### config.mk
export PLATFORM = sky130hd
export DESIGN_NAME = dist_seq_ctrl
export DESIGN_NICKNAME = d
export VERILOG_FILES = /design/src/rtl/dist_pkg.sv /design/src/rtl/dist_vec_buf.sv /design/src/rtl/dist_seq_ctrl.sv
export SDC_FILE = /design/constraint.sdc
export NUM_CORES = 1
export LEC_CHECK = 0
export CORE_AREA = 2 2 298 300
export CTS_CLUSTER_SIZE = 25
export DETAILED_ROUTE_END_ITERATION = 12
export DIE_AREA = 0 0 300 302
export PLACE_DENSITY = 0.67
export SLEW_MARGIN = 20
export SYNTH_ARGS = -nofsm -noshare
export SYNTH_HDL_FRONTEND = slang
export SYNTH_SLANG_ARGS = --single-unit
### constraint.sdc
create_clock -name clk -period 3.4 [get_ports clk]
set_input_delay 0.85 -clock clk [delete_from_list [all_inputs] [get_ports clk]]
set_output_delay 0.85 -clock clk [all_outputs]
set_load 0.05 [all_outputs]
### src/rtl/dist_pkg.sv
// dist_pkg: shared FSM state type, BRAM flag bit positions and address-width helper
package dist_pkg;
  typedef enum logic [2:0] {IDLE, LDQ, LDR, PIPE, ACC, SQRT, OUT, FIN} state_e;
  localparam int FLAG_CS  = 3;
  localparam int FLAG_WE  = 2;
  localparam int FLAG_OE  = 1;
  localparam int FLAG_SEL = 0;
  function automatic int addr_w(input int numvec, input int vecwidth);
    return $clog2((numvec + 1) * vecwidth);
  endfunction
endpackage

### src/rtl/dist_vec_buf.sv
// dist_vec_buf: VECWIDTH x VARWIDTH register file with indexed write, flat read bus, async clear
module dist_vec_buf #(
  parameter int VARWIDTH = 32,
  parameter int VECWIDTH = 10,
  parameter int EW       = 4
) (
  input  logic                         clk,
  input  logic                         rst_n,
  input  logic                         we_i,
  input  logic [EW-1:0]                idx_i,
  input  logic [VARWIDTH-1:0]          wdata_i,
  output logic [VARWIDTH*VECWIDTH-1:0] vec_o
);
  logic [VARWIDTH*VECWIDTH-1:0] vec_q;
  always_ff @(posedge clk or negedge rst_n)
    if (!rst_n) vec_q <= '0;
    else if (we_i) vec_q[idx_i*VARWIDTH +: VARWIDTH] <= wdata_i;
  assign vec_o = vec_q;
endmodule

### src/rtl/dist_seq_ctrl.sv
// dist_seq_ctrl: sequencer loading query/reference vectors and stepping the distance datapath.
// Define DIST_ARGMIN_EN to add running minimum-distance tracking (MIN_Dist / MIN_Idx).
module dist_seq_ctrl
  import dist_pkg::*;
#(
  parameter int VARWIDTH = 32,
  parameter int VECWIDTH = 10,
  parameter int NUMVEC   = 16,
  parameter int AW       = addr_w(NUMVEC, VECWIDTH),
  localparam int IW      = (NUMVEC > 1) ? $clog2(NUMVEC) : 1
) (
  input  logic                         clk,
  input  logic                         RST_N,
  input  logic                         STARTCALC,
  input  logic [VARWIDTH-1:0]          RD_Data,
  output logic [AW-1:0]                ADDR_Bram,
  output logic [3:0]                   FLAG_Bram,
  output logic [VARWIDTH*VECWIDTH-1:0] invec0,
  output logic [VARWIDTH*VECWIDTH-1:0] invec1,
  output logic                         EN_Pipe,
  output logic                         EN_Acc,
  output logic                         EN_Sqrt,
  output logic                         RST_Acc,
  output logic                         RST_Sqrt,
  output logic                         PRE_Acc,
  input  logic                         RDY_Pipe,
  input  logic                         RDY_Acc,
  input  logic                         RDY_Sqrt,
  input  logic [VARWIDTH-1:0]          SQRT_Val,
  output logic [VARWIDTH-1:0]          DIST_Out,
  output logic [IW-1:0]                DIST_Idx,
  output logic                         DIST_Valid,
  input  logic                         DIST_Ready,
  output logic                         BUSY,
`ifdef DIST_ARGMIN_EN
  output logic [VARWIDTH-1:0]          MIN_Dist,
  output logic [IW-1:0]                MIN_Idx,
`endif
  output logic                         DONE
);
  localparam int EW = (VECWIDTH > 1) ? $clog2(VECWIDTH) : 1;
  localparam int CW = $clog2(VECWIDTH + 1);
  state_e state_q, state_d;
  logic [CW-1:0] cnt_q, cnt_d;
  logic [AW-1:0] addr_q;
  logic [IW-1:0] k_q, idx_q;
  logic [VARWIDTH-1:0] dist_q;
  logic en_pipe_q, en_pipe_d, en_acc_q, en_acc_d, en_sqrt_q, en_sqrt_d;
  logic rst_stg_q, rst_stg_d, pre_acc_q, pre_acc_d;
  logic valid_q, valid_d, busy_q, busy_d, done_q, done_d;
  logic start, load, issue, cap, ld_end, last_k, sqrt_hit, accept;
  logic [EW-1:0] wr_idx;
  assign start    = (state_q == IDLE) && STARTCALC;
  assign load     = (state_q == LDQ) || (state_q == LDR);
  assign ld_end   = cnt_q == CW'(VECWIDTH);
  assign issue    = load && !ld_end;
  // read data lags its address by one cycle, so the capture slot trails the issue slot
  assign cap      = load && (cnt_q != '0);
  assign wr_idx   = EW'(cnt_q - 1'b1);
  assign last_k   = k_q == IW'(NUMVEC - 1);
  assign sqrt_hit = (state_q == SQRT) && RDY_Sqrt;
  assign accept   = (state_q == OUT) && DIST_Ready;
  assign cnt_d    = issue ? cnt_q + 1'b1 : (load && !ld_end ? cnt_q : '0);
  always_ff @(posedge clk or negedge RST_N)
    if (!RST_N) state_q <= IDLE;
    else state_q <= state_d;
  always_comb begin
    state_d = state_q;
    case (state_q)
      IDLE:    if (STARTCALC) state_d = LDQ;
      LDQ:     if (ld_end) state_d = LDR;
      LDR:     if (ld_end) state_d = PIPE;
      PIPE:    if (RDY_Pipe) state_d = ACC;
      ACC:     if (RDY_Acc) state_d = SQRT;
      SQRT:    if (RDY_Sqrt) state_d = OUT;
      OUT:     if (DIST_Ready) state_d = last_k ? FIN : LDR;
      default: state_d = IDLE;
    endcase
  end
  always_comb begin
    en_pipe_d = state_d == PIPE;
    en_acc_d  = state_d == ACC;
    en_sqrt_d = state_d == SQRT;
    rst_stg_d = (state_d == PIPE) && (state_q != PIPE);
    pre_acc_d = (state_d == ACC) && (state_q != ACC);
    valid_d   = state_d == OUT;
    busy_d    = state_d != IDLE;
    done_d    = state_d == FIN;
  end
  always_ff @(posedge clk or negedge RST_N)
    if (!RST_N) begin
      cnt_q     <= '0;
      addr_q    <= '0;
      k_q       <= '0;
      idx_q     <= '0;
      dist_q    <= '0;
      en_pipe_q <= 1'b0;
      en_acc_q  <= 1'b0;
      en_sqrt_q <= 1'b0;
      rst_stg_q <= 1'b0;
      pre_acc_q <= 1'b0;
      valid_q   <= 1'b0;
      busy_q    <= 1'b0;
      done_q    <= 1'b0;
    end else begin
      cnt_q     <= cnt_d;
      en_pipe_q <= en_pipe_d;
      en_acc_q  <= en_acc_d;
      en_sqrt_q <= en_sqrt_d;
      rst_stg_q <= rst_stg_d;
      pre_acc_q <= pre_acc_d;
      valid_q   <= valid_d;
      busy_q    <= busy_d;
      done_q    <= done_d;
      // query and references are contiguous in BRAM, so one running address covers them all
      if (start) addr_q <= '0;
      else if (issue) addr_q <= addr_q + 1'b1;
      if (start) k_q <= '0;
      else if (accept && !last_k) k_q <= k_q + 1'b1;
      if (sqrt_hit) begin
        dist_q <= SQRT_Val;
        idx_q  <= k_q;
      end
    end
  always_comb begin
    FLAG_Bram           = '0;
    FLAG_Bram[FLAG_CS]  = issue;
    FLAG_Bram[FLAG_WE]  = 1'b0;
    FLAG_Bram[FLAG_OE]  = issue;
    FLAG_Bram[FLAG_SEL] = state_q == LDQ;
  end
  assign ADDR_Bram  = issue ? addr_q : '0;
  assign EN_Pipe    = en_pipe_q;
  assign EN_Acc     = en_acc_q;
  assign EN_Sqrt    = en_sqrt_q;
  assign RST_Acc    = rst_stg_q;
  assign RST_Sqrt   = rst_stg_q;
  assign PRE_Acc    = pre_acc_q;
  assign DIST_Out   = dist_q;
  assign DIST_Idx   = idx_q;
  assign DIST_Valid = valid_q;
  assign BUSY       = busy_q;
  assign DONE       = done_q;
  dist_vec_buf #(.VARWIDTH(VARWIDTH), .VECWIDTH(VECWIDTH), .EW(EW)) u_qbuf (
    .clk(clk), .rst_n(RST_N), .we_i(cap && (state_q == LDQ)), .idx_i(wr_idx),
    .wdata_i(RD_Data), .vec_o(invec0)
  );
  dist_vec_buf #(.VARWIDTH(VARWIDTH), .VECWIDTH(VECWIDTH), .EW(EW)) u_rbuf (
    .clk(clk), .rst_n(RST_N), .we_i(cap && (state_q == LDR)), .idx_i(wr_idx),
    .wdata_i(RD_Data), .vec_o(invec1)
  );
`ifdef DIST_ARGMIN_EN
  logic [VARWIDTH-1:0] min_q;
  logic [IW-1:0] min_idx_q;
  always_ff @(posedge clk or negedge RST_N)
    if (!RST_N) begin
      min_q     <= '0;
      min_idx_q <= '0;
    end else if (start) begin
      min_q     <= '1;
      min_idx_q <= '0;
    end else if (sqrt_hit && (SQRT_Val < min_q)) begin
      min_q     <= SQRT_Val;
      min_idx_q <= k_q;
    end
  assign MIN_Dist = min_q;
  assign MIN_Idx  = min_idx_q;
`endif
endmodule

==> impl_metrics.ini <==
[layout]
ff_latch_area_um2 = 17600
finalNonFillerCells = 4523
area_growth_pct = 47.5
drive_gt1_share_pct = 10.3
nNetsFinal = 3375
multi_input_area_um2 = 8150
num-fill-cells = 8305

[synth]
syn-instance-count = 2494
synthFlopType = dfrtp_1
synth_top_cell_area_share_pct = 67.1
synth_top_family_by_area = compound AO/OA/AOI/OAI gates
synthArstFlopShare_pct = 100
synth_common_cells = nand2_1, dfrtp_1, o21ai_0
synth_area_leader_cell = dfrtp_1
yosysUniqueCellTypes = 48
synth.area.mux_share_pct = 1.70
yosysWarnings = 0
ys_seq_area_share_pct = 67.1
synth_nets = 2578
synthAdderAreaFrac_pct = 0.621
synth_xor_area_share_pct = 0.501
synth_area_um2 = 26200
yosysMostFrequentCell = nand2_1
synth_compound_gate_area_share_pct = 13.7
synthTopCellsByArea = dfrtp_1, nand2_1, o21ai_0, clkbuf_1, mux2_2
avgSynthCellArea_um2 = 10.5
synth-simple-area-share_pct = 13.4
synth-edff-count = 0
ys_ff_latch = 703

[critical_path]
reg2reg_slack_ns = 0.21
crit_chain = buf_4 -> ha_1 -> and3b_2 -> a211oi_4 -> buf_8 -> and2_1 -> buf_12
critPathLaunch = cnt_q[1]
crit_family = buffers and inverters
critPathCaptureType = output port
cp-start-kind = register
path_buf_inv = 3
rr_worst_depth = 12
critPathMaxFanout = 15
path_class = register to output port
r2r_end = u_rbuf.vec_o[263]
slowest_stage = dfrtp_1
timing.rr.start = cnt_q[1]
cp.required_ns = 2.55
arrival_ns = 2.35
critPathMaxStageDelay_ns = 0.37

[clock_tree]
cts-htree-levels = 3
tritoncts = done
clk_pin_slew_worst_paths_ns = 0.06
clockBufferDepth = 3
cts_root_buf = clkbuf_16
clkLatencyLatePin_ns = 0.63
cts_buffers = 77
cts_sinks = 703

[route]
dr.pass1.iters = 5
antenna_left = 0
vias = 21200
drc = 0
first_iter_violations = 1185
drt-total-wl_um = 101000
vias_per_cell = 4.68
routedWlPerCell_um = 22.4

[floorplan]
ios = 768
die_y_um = 302
die_area_um2 = 90600
core_um2 = 87600
die_x_um = 300
start_util_pct = 29.9
placementRows = 109

[global_routing]
grt_pass1_wl_um = 147000
grt_pass1_vias = 21200
antenna_found_initial = 8
grt.total_usage_pct = 22.0
grt_max_degree = 86
overflow = 0

[sta]
fmax_mhz = 312
hold_ws_ns = 0.238
tns_ns = 0
hold_viol_final = 0
skew_ns = 0.0249
setup_viol = 0
slew_headroom_pct = 31.6
fin_crit_ns = 3.20
finalCritPeriodShare_pct = 94.2
worst_slew_pin_slew_ns = 1.02
maxSlewViolCount = 0
rsz0062_at_grt = no

[power_and_ir_drop]
powerDensity_nw_per_um2 = 966
p_leak_uw = 0.0177
vdd_drop_max_mv = 0.707

[outcome]
status = finished clean

[place]
dp_hpwl_um = 73400
globalplace.congestion = 0.838
io_buffer_count = 766
place_inst = 4370

[run]
drv_cap = 0

[min_path]
hp-class = input pin to async pin
flip-flops by register name (all words and copies together) (netlist names), 3 cells and up:
signal / count
cnt_q: 4
addr_q: 8
k_q: 4
state_q: 3
DIST_Idx: 4
u_qbuf.vec_o: 320
u_rbuf.vec_o: 320
DIST_Out: 32
logic make-up (layout without fill, tap and decap cells):
kind of cell	count (synthesis)	in the layout
mux	40	40
other cells	1	6
compound gates	669	669
buf+inv	169	1028
flops	703	703
fa+ha+maj	13	13
xor+xnor	15	15
simple gates	884	884
metal layers:
layer	wire length [µm]	GRT usage, %
met1	41500	27.7
met2	48500	36.6
met3	7610	6.05
met4	3540	7.38
met5	27	0
placed cells by master, fill, tap and decap left out, types with 15 or more instances in the layout:
| cell type | n |
|---|---|
| buf_12 | 31 |
| buf_4 | 90 |
| clkbuf_1 | 22 |
| clkbuf_16 | 77 |
| clkbuf_8 | 15 |
| clkdlybuf4s50_1 | 754 |
| dfrtp_1 | 702 |
| mux2_2 | 36 |
| nand2_1 | 809 |
| o21ai_0 | 552 |
| o21ai_1 | 59 |
| o21ai_2 | 30 |
worst register-to-register path: stages, from the launching register on:
cell	delay, ns
dfrtp_1	0.37
inv_1	0.15
ha_1	0.18
a21boi_2	0.25
xor2_4	0.16
inv_1	0.12
ha_1	0.38
nor2b_1	0.18
or3b_1	0.38
a2111o_2	0.44
buf_12	0.18
nand2_1	0.23
o21ai_2	0.05
area by class of cell:
class	instances	area share [%]
clock buffer	114	5.73
sequential	703	45.5
clock inverter	27	0.803
inverter	8	0.0777
antenna	5	0.0324
timing repair buffer	879	23.0
tap	1165	3.77
multi-input combinational	1622	21.1
how the worst max path moves through the flow:
stage | to | slack, ns | depth (start not counted)
final | ADDR_Bram[4] | 0.20 | 7
after CTS | ADDR_Bram[4] | 0.07 | 7
after floorplan | u_rbuf.vec_o[263] | 0.08 | 16
after global routing | u_qbuf.vec_o[136] | 0.02 | 12
after global placement | u_rbuf.vec_o[17] | 0.18 | 12
after detailed placement | u_rbuf.vec_o[15] | 0.08 | 12
where the power goes:
group / switching (µW) / leakage, µW / total, µW / internal (µW)
sequential: 1250 / 0.00669 / 11700 / 10500
clock: 3600 / 0.00123 / 8270 / 4670
combinational: 12200 / 0.00977 / 17400 / 5140
total: 17100 / 0.0177 / 37300 / 20300
metrics by stage:
stage               cell area (µm²)  utilization, %  worst slack (ns)  total power [µW]
finish                        38700            44.2             0.197             37300
global route                  38700            44.1            0.0242             39000
CTS                           38600            44.1            0.0660             37700
detailed placement            36000            41.2            0.0807             29200
global placement              36000            41.2             0.182             28900
floorplan                     26200               -            0.0843             22000
timing repair:
item	4_1_cts	5_1_grt
setup buffers	6	1
pin swaps	1	0
setup endpoints to repair	11	85
hold buffers	0	0
resized for setup	7	3
No activity file was read; power rests on OpenSTA's default activity.
